**src/rtl/iaoq_sequencer.sv**
```systemverilog
// IAOQ front/back sequencer for the fetch stage: delayed-branch advance, stall hold, flush redirect.
// Optional build macro IAOQ_STALL_COUNT_EN adds a saturating stall_cycles counter output.
module iaoq_sequencer #(
  parameter int AW         = 8,
  parameter int STEP       = 4,
  parameter int RESET_ADDR = 0
) (
  input  logic          clk,
  input  logic          reset,
  input  logic          start,
  input  logic          stall,
  input  logic          br_taken,
  input  logic [AW-1:0] br_target,
  input  logic          flush,
  input  logic [AW-1:0] flush_addr,
  output logic [AW-1:0] iaoq_front,
  output logic [AW-1:0] iaoq_back,
  output logic          front_le,
  output logic          fetch_valid,
`ifdef IAOQ_STALL_COUNT_EN
  output logic [7:0]    stall_cycles,
`endif
  output logic [1:0]    state
);

  typedef enum logic [1:0] {
    ST_IDLE  = 2'd0,
    ST_RUN   = 2'd1,
    ST_STALL = 2'd2,
    ST_FLUSH = 2'd3
  } state_t;

  typedef enum logic [1:0] {
    SEL_HOLD  = 2'd0,
    SEL_ADV   = 2'd1,
    SEL_REDIR = 2'd2
  } sel_t;

  localparam logic [AW-1:0] STEP_W  = AW'(STEP);
  localparam logic [AW-1:0] RST_FRONT = AW'(RESET_ADDR);
  localparam logic [AW-1:0] RST_BACK  = AW'(RESET_ADDR + STEP);

  state_t        state_q, state_d;
  sel_t          sel;
  logic [AW-1:0] front_q, front_d;
  logic [AW-1:0] back_q, back_d;

  // Priority in every active state is flush > stall > advance; IDLE only honours flush and start.
  always_comb begin
    state_d = state_q;
    sel     = SEL_HOLD;
    case (state_q)
      ST_IDLE: begin
        if (flush)      sel = SEL_REDIR;
        else if (start) state_d = ST_RUN;
      end
      ST_RUN: begin
        if (flush) begin
          sel     = SEL_REDIR;
          state_d = ST_FLUSH;
        end else if (stall) begin
          state_d = ST_STALL;
        end else begin
          sel = SEL_ADV;
        end
      end
      ST_STALL: begin
        if (flush) begin
          sel     = SEL_REDIR;
          state_d = ST_FLUSH;
        end else if (!stall) begin
          sel     = SEL_ADV;
          state_d = ST_RUN;
        end
      end
      ST_FLUSH: begin
        if (flush) sel = SEL_REDIR;
        else       state_d = ST_RUN;
      end
      default: state_d = ST_IDLE;
    endcase
  end

  always_comb begin
    front_d = front_q;
    back_d  = back_q;
    case (sel)
      SEL_ADV: begin
        front_d = back_q;
        back_d  = br_taken ? br_target : back_q + STEP_W;
      end
      SEL_REDIR: begin
        front_d = flush_addr;
        back_d  = flush_addr + STEP_W;
      end
      default: ;
    endcase
  end

  always_ff @(posedge clk) begin
    if (!reset) begin
      state_q <= ST_IDLE;
      front_q <= RST_FRONT;
      back_q  <= RST_BACK;
    end else begin
      state_q <= state_d;
      front_q <= front_d;
      back_q  <= back_d;
    end
  end

  assign iaoq_front  = front_q;
  assign iaoq_back   = back_q;
  assign state       = state_q;
  assign fetch_valid = (state_q == ST_RUN);
  assign front_le    = reset && (sel != SEL_HOLD);

`ifdef IAOQ_STALL_COUNT_EN
  logic [7:0] stall_cnt_q, stall_cnt_d;

  // A flush clears the count even when it arrives while stalled.
  always_comb begin
    stall_cnt_d = stall_cnt_q;
    if (flush)
      stall_cnt_d = 8'h00;
    else if (state_q == ST_STALL && stall_cnt_q != 8'hFF)
      stall_cnt_d = stall_cnt_q + 8'h01;
  end

  always_ff @(posedge clk) begin
    if (!reset) stall_cnt_q <= 8'h00;
    else        stall_cnt_q <= stall_cnt_d;
  end

  assign stall_cycles = stall_cnt_q;
`endif

endmodule

```
**config.mk**
```make
export PLATFORM = sky130hd
export DESIGN_NAME = iaoq_sequencer
export DESIGN_NICKNAME = d
export VERILOG_FILES = /design/src/rtl/iaoq_sequencer.sv
export SDC_FILE = /design/constraint.sdc
export NUM_CORES = 1
export LEC_CHECK = 0
export CORE_MARGIN = 8
export CORE_UTILIZATION = 43
export DETAILED_ROUTE_END_ITERATION = 12
export HOLD_SLACK_MARGIN = 0.1
export PLACE_DENSITY_LB_ADDON = 0.2
export REMOVE_ABC_BUFFERS = 1
export SYNTH_ARGS = -nofsm -noshare
export SYNTH_HDL_FRONTEND = slang
export SYNTH_SLANG_ARGS = --single-unit
```
**constraint.sdc**
```tcl
create_clock -name clk -period 2.4 [get_ports clk]
set_input_delay 0.24 -clock clk [delete_from_list [all_inputs] [get_ports clk]]
set_output_delay 0.24 -clock clk [all_outputs]
set_load 0.02 [all_outputs]
```
-- Yosys cells after proc, flatten, opt, wreduce, memory -nomap -nowiden
Cells that the tools add are included.
- bits in registers: 18
- bits of input ports: 22
- word-level logic and storage cells: 37
- output and inout bits: 20
- muxes and demuxes: 15
- eq/ne operators: 10
- add/subtract/negate cells: 2
- reductions and logical operators: 7
- operators with widths (operator ; count):
    $pmux W8 S2 ; 2
    $mux W2 ; 9
    $add A8 B3 Y8 const B ; 2
    $mux W8 ; 1
    $pmux W2 S4 ; 1
    $eq A2 B2 Y1 const B ; 3
    $ne A2 B2 Y1 const B ; 3
    $ne A3 B3 Y1 const B ; 2
    $reduce_and A5 Y1 ; 1
    $eq A2 B1 Y1 const B ; 2
    $pmux W2 S2 ; 1
    $reduce_bool A2 Y1 ; 2
    $reduce_or A2 Y1 ; 2
    $logic_not A2 Y1 ; 1
    $logic_and A1 B1 Y1 ; 1
    $mux W1 ; 1

-- Longest topological paths before layout
Gate-level depths: netlist of run 1.
- depth after elaboration: 5
- depth in mapped cells: 10
- depth with buffers taken out: 8

-- Worst setup path before layout of run 1
OpenSTA, ideal clock, no wires.
- path kind: register to register
- start: reg state_q[0], in the netlist state[0]
- end: reg back_q[7], in the netlist iaoq_back[7]
- library setup time: 118 ps
- data arrival time: 1957 ps
- buffers on the path: 1
- cell stages (with the launch flop): 9
- clock period less this slack: 2074 ps
- data required time: 2282 ps
- slack: 326 ps
- cell sequence: dfxtp_1 -> inv_1 -> ha_1 -> nand2_1 -> ha_1 -> clkbuf_1 -> or2_2 -> a211o_1 -> o2111a_1
- word-level cells in the longest chain between the ends: 5
- elaborated cells on any way between the ends: 11
- classes of those cells: eq/ne (5); mux (2); reduce/logical (4)
- RTL lines (item ; RTL line ; RTL):
    start: declaration ; 43 ; state_t state_q, state_d;
    start signal: assignment ; 106 ; state_q <= state_d;
    $eq A2 B2 Y1, or another cell as far along ; 52 ; case (state_q)
    $reduce_or A2 Y1 (no source line) ; -- ;
    $pmux W2 S2 * ; 52 ;
    $eq A2 B2 Y1 or $eq A2 B1 Y1 (tied branches) ; 87 ; case (sel)
    $pmux W8 S2 or $reduce_bool A2 Y1 (tied branches) ; -- ;
    end signal: assignment ; 108 ; back_q <= back_d;
    end: declaration ; 46 ; logic [AW-1:0] back_q, back_d;
Mark *: on every way between the ends. The rest lies on a longest branch, timed or not.
A chain may end at the register's enable or synchronous reset.

-- Worst setup path in the final report of run 1
- start: reg state_q[0], in the netlist state[0]
- end: reg back_q[0], in the netlist iaoq_back[0]
The elaborated chain is that of the path after synthesis.

==> results of run 1 <==
==> registers in the layout, summed over array words and instances, names as in the netlist <==
register,count
iaoq_back,8
iaoq_front,8
state,2
==> cell usage in the layout (no fill, tap or decap), types with 2 or more instances in the layout <==
cell	instances
a211oi_1	11
a21oi_1	4
a22oi_1	2
a31o_2	3
and3_1	2
buf_4	7
clkbuf_4	3
clkdlybuf4s50_1	40
dfxtp_1	18
ha_1	8
inv_1	7
mux2i_1	11
nand2_1	9
nand3_1	4
nor2_1	19
nor3b_1	2
o21ai_0	7
xnor2_1	2
==> layer usage <==
| layer | up-vias | routed length [um] |
|---|---|---|
| li1 | 578 | - |
| met1 | 528 | 1390 |
| met2 | 45 | 1580 |
| met3 | 2 | 276 |
| met4 | 0 | 19 |
| met5 | - | 0 |
==> worst max path at each step <==
| stage | start | to | slack [ns] | cells past startpoint |
|---|---|---|---|---|
| 2_1_floorplan | state[0] | iaoq_back[0] | 0.12 | 8 |
| 3_3_place_gp | flush | iaoq_back[1] | 0.35 | 8 |
| 3_5_place_dp | flush | iaoq_back[0] | 0.28 | 8 |
| 4_1_cts | state[0] | front_le | 0.03 | 6 |
| 5_1_grt | state[0] | iaoq_back[0] | 0.08 | 8 |
| 6_report | state[0] | iaoq_back[0] | 0.28 | 8 |
==> cells by family after synthesis <==
family,after synthesis
flip-flops,18
multiplexers,11
AO/OA/AOI/OAI,35
AND/OR/NAND/NOR,45
XOR/XNOR,3
adder cells (fa/ha/maj),8
buffers and inverters,15
==> through the flow <==
stage | hold slack [ns] | area, um2 | power [W] | util (%)
6_report | 0.491 | 1630 | 0.000901 | 65.7
5_1_grt | 0.518 | 1630 | 0.000952 | 65.7
4_1_cts | 0.494 | 1620 | 0.000908 | 65.6
3_5_place_dp | 0.479 | 1590 | 0.000717 | 64.1
3_3_place_gp | 0.475 | 1590 | 0.000710 | 64.1
2_1_floorplan | 0.312 | 1090 | 0.000546 | -
==> worst max-delay path, cell delays in order, from the launching register on <==
cell	delay [ns]
dfxtp_1	0.43
inv_1	0.09
ha_1	0.32
nand2_1	0.08
ha_1	0.47
inv_1	0.17
nor2_1	0.24
nor2_1	0.06
a211oi_1	0.19
==> power groups by stage <==
stage | combinational (W) | clock, W | sequential (W)
finish | 0.000345 | 0.000190 | 0.000366
global route | 0.000370 | 0.000211 | 0.000371
CTS | 0.000346 | 0.000197 | 0.000365
detailed placement | 0.000344 | 0 | 0.000372
global placement | 0.000339 | 0 | 0.000371
floorplan | 0.000139 | 0 | 0.000407
==> cell type report <==
cell class | count | share of cell area, %
clock buffers | 4 | 2.23
inverters | 7 | 1.62
multi-input cells | 102 | 43.1
flip-flops and latches | 18 | 22.2
well taps | 30 | 2.31
repair buffers | 48 | 28.6
==> metrics, run 1 <==
max-slew violation count 0; Avg Inst Size Synth 8.31 um2; required time of the critical path 2.62 ns; post-synth top area share between 30% and 40%; GRT Total Usage 14.4%; grt met3 use 5.87%; largest family of logic cells by synthesized area compound AO/OA/AOI/OAI gates; CP Launch Type flip-flop; Syn Inst Count 135; ratio of cells with drive above 1 in the final layout 8.94%; status complete, no violations; Final Cycle Share 88.4%; Mapped Area between 1000 and 1500 um2; final setup TNS 0 ns; Site Rows 18; WS Path Type reg -> reg; final count of hold timing violations 0; reg2reg start state[0]; clock network fraction of design power between 20% and 30%; Synth Flop Type dfxtp_1; Die ar. 4500 um2; NumNets Final 210; mux share of post-synthesis cell area 9.81%; Worst R2R Path Depth 8; Multi-input gate area 701 um2; Place WS 0.276 ns; Sequential Power Share between 40% and 50%; FF-to-FF setup slack 0.28 ns; Comb power frac 38.3%; internal power between 0.0005 and 0.0006 W; CTS tree built; Diodes inserted 0; Setup Buffers After CTS 0; Pwr Density around 550 nW/um2; Die Y-Extent 67.1 um; post-synthesis cell type count 35; core area 2480 um2; Slew @ Worst Pin roughly 0.48 ns; Max IR drop VDD 0.566 mV; worst skew pair latency approximately 0.30 ns; Synth area leader dfxtp_1; # resized after CTS 0; crit path DAT 2.34 ns; max cap viols 0; worst clock skew 0.00446 ns; simple-gate area share of the yosys netlist 19.4%; final wirelength 3270 um; XOR/XNOR Fraction of Synth Area 2.34%; met1 track demand over resource 17.0%; Bufs on Longest Clock Path 2; IO Count 42; top-count cell post-synth nor2_1; Filler cells approximately 230; Residual DRC 0; Vias/cell 5.52; ys async rst share 0%; GPL Wtd Cong 0.918; Hold Path Depth 2; Synth top cells by count 19 x nor2_1, 18 x dfxtp_1, 11 x a211oi_1, 11 x mux2i_1, 9 x nand2_1; Die X 67.1 um; first-pass GRT wire length 5200 um; antenna violations before repair 0; hold buffer count at CTS 0; Max Clock Freq 471 MHz; I/O Buffers 41; hold_sp iaoq_front[6]; fin cells 209; GR met2 Demand/Resource 24.3%; pin count of the biggest net entering global routing 17; 1st-pass router iterations 5; cell total after placement slightly above 200; Synth area leaders dfxtp_1 32%, mux2i_1 9.8%, ha_1 8.9%; post-route ant nets 0; Worst slew margin 68.2%; Min-Delay Path Class reg -> reg; reg-to-reg endpoint iaoq_back[0]; Yosys reg bits 18; H-tree levels 1; Post-synth EDFFs 0; Wirelength per Cell 15.6 um; vias between 1000 and 1500; post-synthesis sequential area ratio 32.1%; Compound-Gate Fraction of Synth Area 22.0%; P&R area growth vs syn 44.9%; DRT iter0 DRCs 53; Synth Area in Adders 8.92%; TritonCTS buffer count 3; number of global-route vias before repair 1143; Reg area 360 um2; Starting Density 45.3%; clock-pin slew on the worst setup and hold paths 0.10 ns; final setup fails 0; clock root buffer clkbuf_4; Hold Crit Endpoint iaoq_front[6]; Clock Sinks 18; Critical Path Fanout Max 10; CP endpoint kind flip-flop; busiest grt layer met2; Post-DP HPWL 2550 um; min Tclk post-route roughly 2.1 ns; P_sw about 0.00030 W; Sw Ratio 33.7%; YS warnings 0; RSZ-0062 raised after global routing no; final setup margin 0.279 ns; Leak Pwr 0.676 nW; GR Overflow Total 0
Power figures use the tool's default switching activity.
==> run 2: changes to the inputs <==
GPL_TIMING_DRIVEN = 0   (was unset)
RECOVER_POWER = 25   (was unset)
==> run 2 against run 1 <==
- die area did not move
- clock skew barely moved
- via count fell by 2.3%
- hold slack got worse by 0.0027 ns
- combinational power fell by 4%
- clock power fell by 21%
- non-clock buffer count fell by 7
- clock-buffer cell count fell by 1
- sequential power barely moved
- register-to-register slack got worse by 0.10 ns
- largest cell class unchanged
==> metrics, run 2 (synthesis results as in run 1) <==
status complete, no violations; Min-Delay Path Class reg -> reg; min Tclk post-route 2.23 ns; # resized after CTS 3; commonest cells after routing, fill and taps aside 31 x clkdlybuf4s50_1, 19 x nor2_1, 18 x dfxtp_1, 11 x a211oi_1, 11 x mux2i_1; crit path DAT 2.47 ns; Diodes inserted 0; Vias/cell 5.61; Die ar. 4500 um2; clock-pin slew on the worst setup and hold paths 0.10 ns; GRT Total Usage 14.2%; Max IR drop VDD 0.343 mV; grt met3 use 4.87%; Worst R2R Path Depth 7; Die Y-Extent 67.1 um; max cap viols 0; CTS tree built; Setup Buffers After CTS 0; worst skew pair latency 0.29 ns; CP Launch Type flip-flop; Slowest cell on crit path a2111oi_0; Starting Density 45.3%; WS Path Type reg -> reg; cell total after placement 198; IO Count 42; Pwr Density 538 nW/um2; Sequential Power Share 42.9%; vias 1127; Filler cells 234; Comb power frac 39.2%; clock root buffer clkbuf_4; clock network fraction of design power 17.9%; I/O Buffers 41; Worst slew margin 56.2%; Hold Path Depth 2; fin cells approximately 200; Critical Path Fanout Max 17; first-pass GRT wire length 5100 um; Final Cycle Share 92.7%; Die X 67.1 um; final setup fails 0; Bufs on Longest Clock Path 2; Leak Pwr 0.654 nW; Wirelength per Cell about 16 um; NumNets Final 203; worst path cell trace inv_1 -> ha_1 -> nand2_1 -> ha_2 -> a221oi_1 -> a2111oi_0 -> a31o_2; required time of the critical path 2.64 ns; worst clock skew 0.00462 ns; core area about 2500 um2; commonest non-fill, non-tap cell in the layout clkdlybuf4s50_1; Place WS -0.658 ns; Post-DP HPWL 2430 um; TritonCTS buffer count 3; pin count of the biggest net entering global routing 26; final count of hold timing violations 0; total power ~0.00085 W; final setup margin 0.175 ns; internal power 0.000552 W; Final Util approximately 64%; crit-path max cell delay 0.52 ns; Max Clock Freq 449 MHz; antenna violations before repair 0; met1 track demand over resource roughly 15%; ratio of cells with drive above 1 in the final layout 5.85%; P&R area growth vs syn 40.2%; GR Overflow Total 0; DRT iter0 DRCs 57; H-tree levels 1; Slew @ Worst Pin around 0.66 ns; final wirelength between 3000 and 4000 um; number of global-route vias before repair 1147; Sw Ratio 34.8%; Clock Sinks 18; CP endpoint kind flip-flop; max-slew violation count 0; RSZ-0062 raised after global routing no; GR met2 Demand/Resource 25.1%; busiest grt layer met2; P_sw about 0.00029 W; post-route ant nets 0; Residual DRC 0; final setup TNS 0 ns; Site Rows 18; hold buffer count at CTS 0; GPL Wtd Cong 0.882; 1st-pass router iterations 4
[run 2: worst max-delay path: cells and delay by family (launching register included)]
kind            cells  cell delay (ns)
compound gates      3             0.79
fa+ha+maj           2             0.74
flops               1             0.41
simple gates        1             0.14
buf+inv             1             0.10
[run 2: final timing paths]
check	start	to	slack [ns]
setup / recovery	state[0]	iaoq_back[6]	0.17
hold reg to reg	iaoq_front[4]	iaoq_front[4]	0.49
setup reg to reg	state[0]	iaoq_back[6]	0.17
hold / removal	iaoq_front[4]	iaoq_front[4]	0.49
[run 2: metrics by stage]
step	instance area [um2]	hold WS [ns]
2_1_floorplan	1090	0.312
3_3_place_gp	1540	0.473
3_5_place_dp	1540	0.477
4_1_cts	1570	0.490
5_1_grt	1570	0.506
6_report	1570	0.488
[run 2: layer usage]
layer | vias up | part of all wire, %
li1 | 564 | -
met5 | - | 0
met3 | 4 | 6.9
met1 | 533 | 43
met4 | 0 | 1.0
met2 | 26 | 49
[run 2: final cells by class]
| class | instances | area (um2) | share of cell area [%] |
|---|---|---|---|
| timing repair buffer | 41 | 412 | 26.2 |
| multi-input combinational | 102 | 716 | 45.5 |
| sequential | 18 | 360 | 22.9 |
| inverter | 7 | 26.3 | 1.67 |
| clock buffer | 3 | 22.5 | 1.43 |
| tap | 30 | 37.5 | 2.38 |
[run 2: power by group through the flow]
| stage | Sequential (W) | Clock (W) | Combinational (W) |
|---|---|---|---|
| after floorplan | 0.000407 | 0 | 0.000139 |
| after global placement | 0.000369 | 0 | 0.000326 |
| after detailed placement | 0.000370 | 0 | 0.000334 |
| after CTS | 0.000363 | 0.000158 | 0.000339 |
| after global routing | 0.000368 | 0.000165 | 0.000359 |
| final | 0.000364 | 0.000151 | 0.000332 |
==> run 3: changes to the inputs <==
CELL_PAD_IN_SITES_DETAIL_PLACEMENT = 2   (was unset)
CELL_PAD_IN_SITES_GLOBAL_PLACEMENT = 2   (was unset)
CORE_UTILIZATION = 24   (was 43)
==> run 3 against run 2 <==
- power up 9.9%
- hold slack worse by 0.0014 ns
- routed wire length up 29%
- setup slack better by 0.12 ns
- final area up 4.7%
- sequential share of layout area down 1.0 points
- clock power up 40%
- maximum frequency up 5.5%
- critical path depth up 1
- via count up 0.35%
- global-route usage down 2.7 points
- largest cell class unchanged
==> metrics, run 3 (synthesis results as in run 1) <==
pin count of the biggest net entering global routing 26; Die Y-Extent approximately 84 um; Slowest cell on crit path ha_4; IO Count 42; Final Cycle Share 87.9%; Clock Sinks 18; clock-pin slew on the worst setup and hold paths 0.07 ns; GR Overflow Total 0; Diodes inserted 0; grt met3 use between 3 and 4%; cell total after placement 222; Max IR drop VDD between 0.15 and 0.2 mV; H-tree levels 1; met1 track demand over resource 12.7%; crit-path most repeated cell inv_1; busiest grt layer met2; Starting Density 24.2%; crit path DAT between 2 and 2.5 ns; Residual DRC 0; DRT iter0 DRCs 23; final wirelength between 4000 and 5000 um; Die ar. between 7000 and 8000 um2; WHS 0.487 ns; ratio of cells with drive above 1 in the final layout 6.98%; post-route ant nets 0; required time of the critical path roughly 2.6 ns; final setup TNS 0 ns; I/O Buffers 41; number of global-route vias before repair ~1400; Wirelength per Cell ~18 um; GPL Wtd Cong 0.725; Final Util approximately 36%; crit-path max cell delay 0.42 ns; CTS tree built; final count of hold timing violations 0; status complete, no violations; WS Path Type reg -> reg; fin cells 226; RSZ-0062 raised after global routing no; clock root buffer clkbuf_8; Max Clock Freq 474 MHz; Min-Delay Path Class reg -> reg; Bufs on Longest Clock Path 2; Pwr Density ~570 nW/um2; Post-DP HPWL ~3000 um; commonest non-fill, non-tap cell in the layout clkdlybuf4s50_1; max-slew violation count 0; GRT Total Usage 11.6%; GR met2 Demand/Resource 20.6%; vias about 1100; NumNets Final between 200 and 250; core area ~4600 um2; antenna violations before repair 0; Leak Pwr ~0.67 nW; worst skew pair latency around 0.25 ns; max cap viols 0; Critical Path Fanout Max 14; Die X 84.4 um; final setup fails 0; CP Launch Type flip-flop; Site Rows 25; commonest cells after routing, fill and taps aside 30 x clkdlybuf4s50_1, 18 x nor2_1, 18 x dfxtp_1, 11 x a211oi_1, 11 x mux2i_1; first-pass GRT wire length 6710 um; Worst slew margin 51.0%; Vias/cell 5.00; P&R area growth vs syn 46.8%; worst path cell trace inv_1 -> ha_1 -> nand2_1 -> ha_4 -> inv_1 -> nor2_2 -> nor2_1 -> a211oi_1; Slew @ Worst Pin 0.735 ns; CP endpoint kind flip-flop; worst clock skew 0.00205 ns; 1st-pass router iterations 4; min Tclk post-route approximately 2.1 ns; TritonCTS buffer count 3
==> run 3: worst max-delay path, delay by kind of cell (launching register included) <==
family	cells	cell delay [ns]
simple gates	3	0.39
flops	1	0.40
buf+inv	2	0.25
fa+ha+maj	2	0.75
compound gates	1	0.21
==> run 3: area by class of cell <==
class | count | area, um2
inverters | 7 | 26.3
repair buffers | 42 | 423
multi-input cells | 102 | 729
well taps | 54 | 67.6
clock buffers | 3 | 41.3
flip-flops and latches | 18 | 360
fillers | 535 | 2980
==> run 3: final timing paths <==
path                 start             to  slack, ns  depth (start not counted)
min reg2reg  iaoq_front[1]  iaoq_front[1]       0.49                          2
max reg2reg       state[0]   iaoq_back[1]       0.29                          8
min          iaoq_front[1]  iaoq_front[1]       0.49                          2
max               state[0]   iaoq_back[1]       0.29                          8
==> run 3: through the flow <==
| stage | instance area [um2] | setup slack (ns) | power [W] |
|---|---|---|---|
| final | 1650 | 0.291 | 0.000931 |
| after global placement | 1570 | -0.712 | 0.000707 |
| after detailed placement | 1570 | -0.758 | 0.000721 |
| after global routing | 1650 | 0.0678 | 0.00100 |
| after floorplan | 1090 | 0.119 | 0.000546 |
| after CTS | 1620 | 0.0514 | 0.000943 |
==> run 3: metal layers <==
layer / vias to the layer above / share of wire (%)
li1: 563 / -
met1: 546 / 44
met3: 2 / 4.4
met2: 20 / 51
met4: 0 / 0.51
met5: - / 0
==> run 3: timing repair <==
item | CTS | global route
resized for setup | 4 | 4
buffers inserted | 0 | 1
hold buffers | 0 | 0
setup endpoints to repair | 12 | 5
==> run 3: where the power goes <==
group / internal, W / switching [W] / total, W
combinational: 0.000168 / 0.000185 / 0.000353
clock: 0.000111 / 0.000100 / 0.000212
sequential: 0.000333 / 0.0000335 / 0.000366
total: 0.000612 / 0.000319 / 0.000931
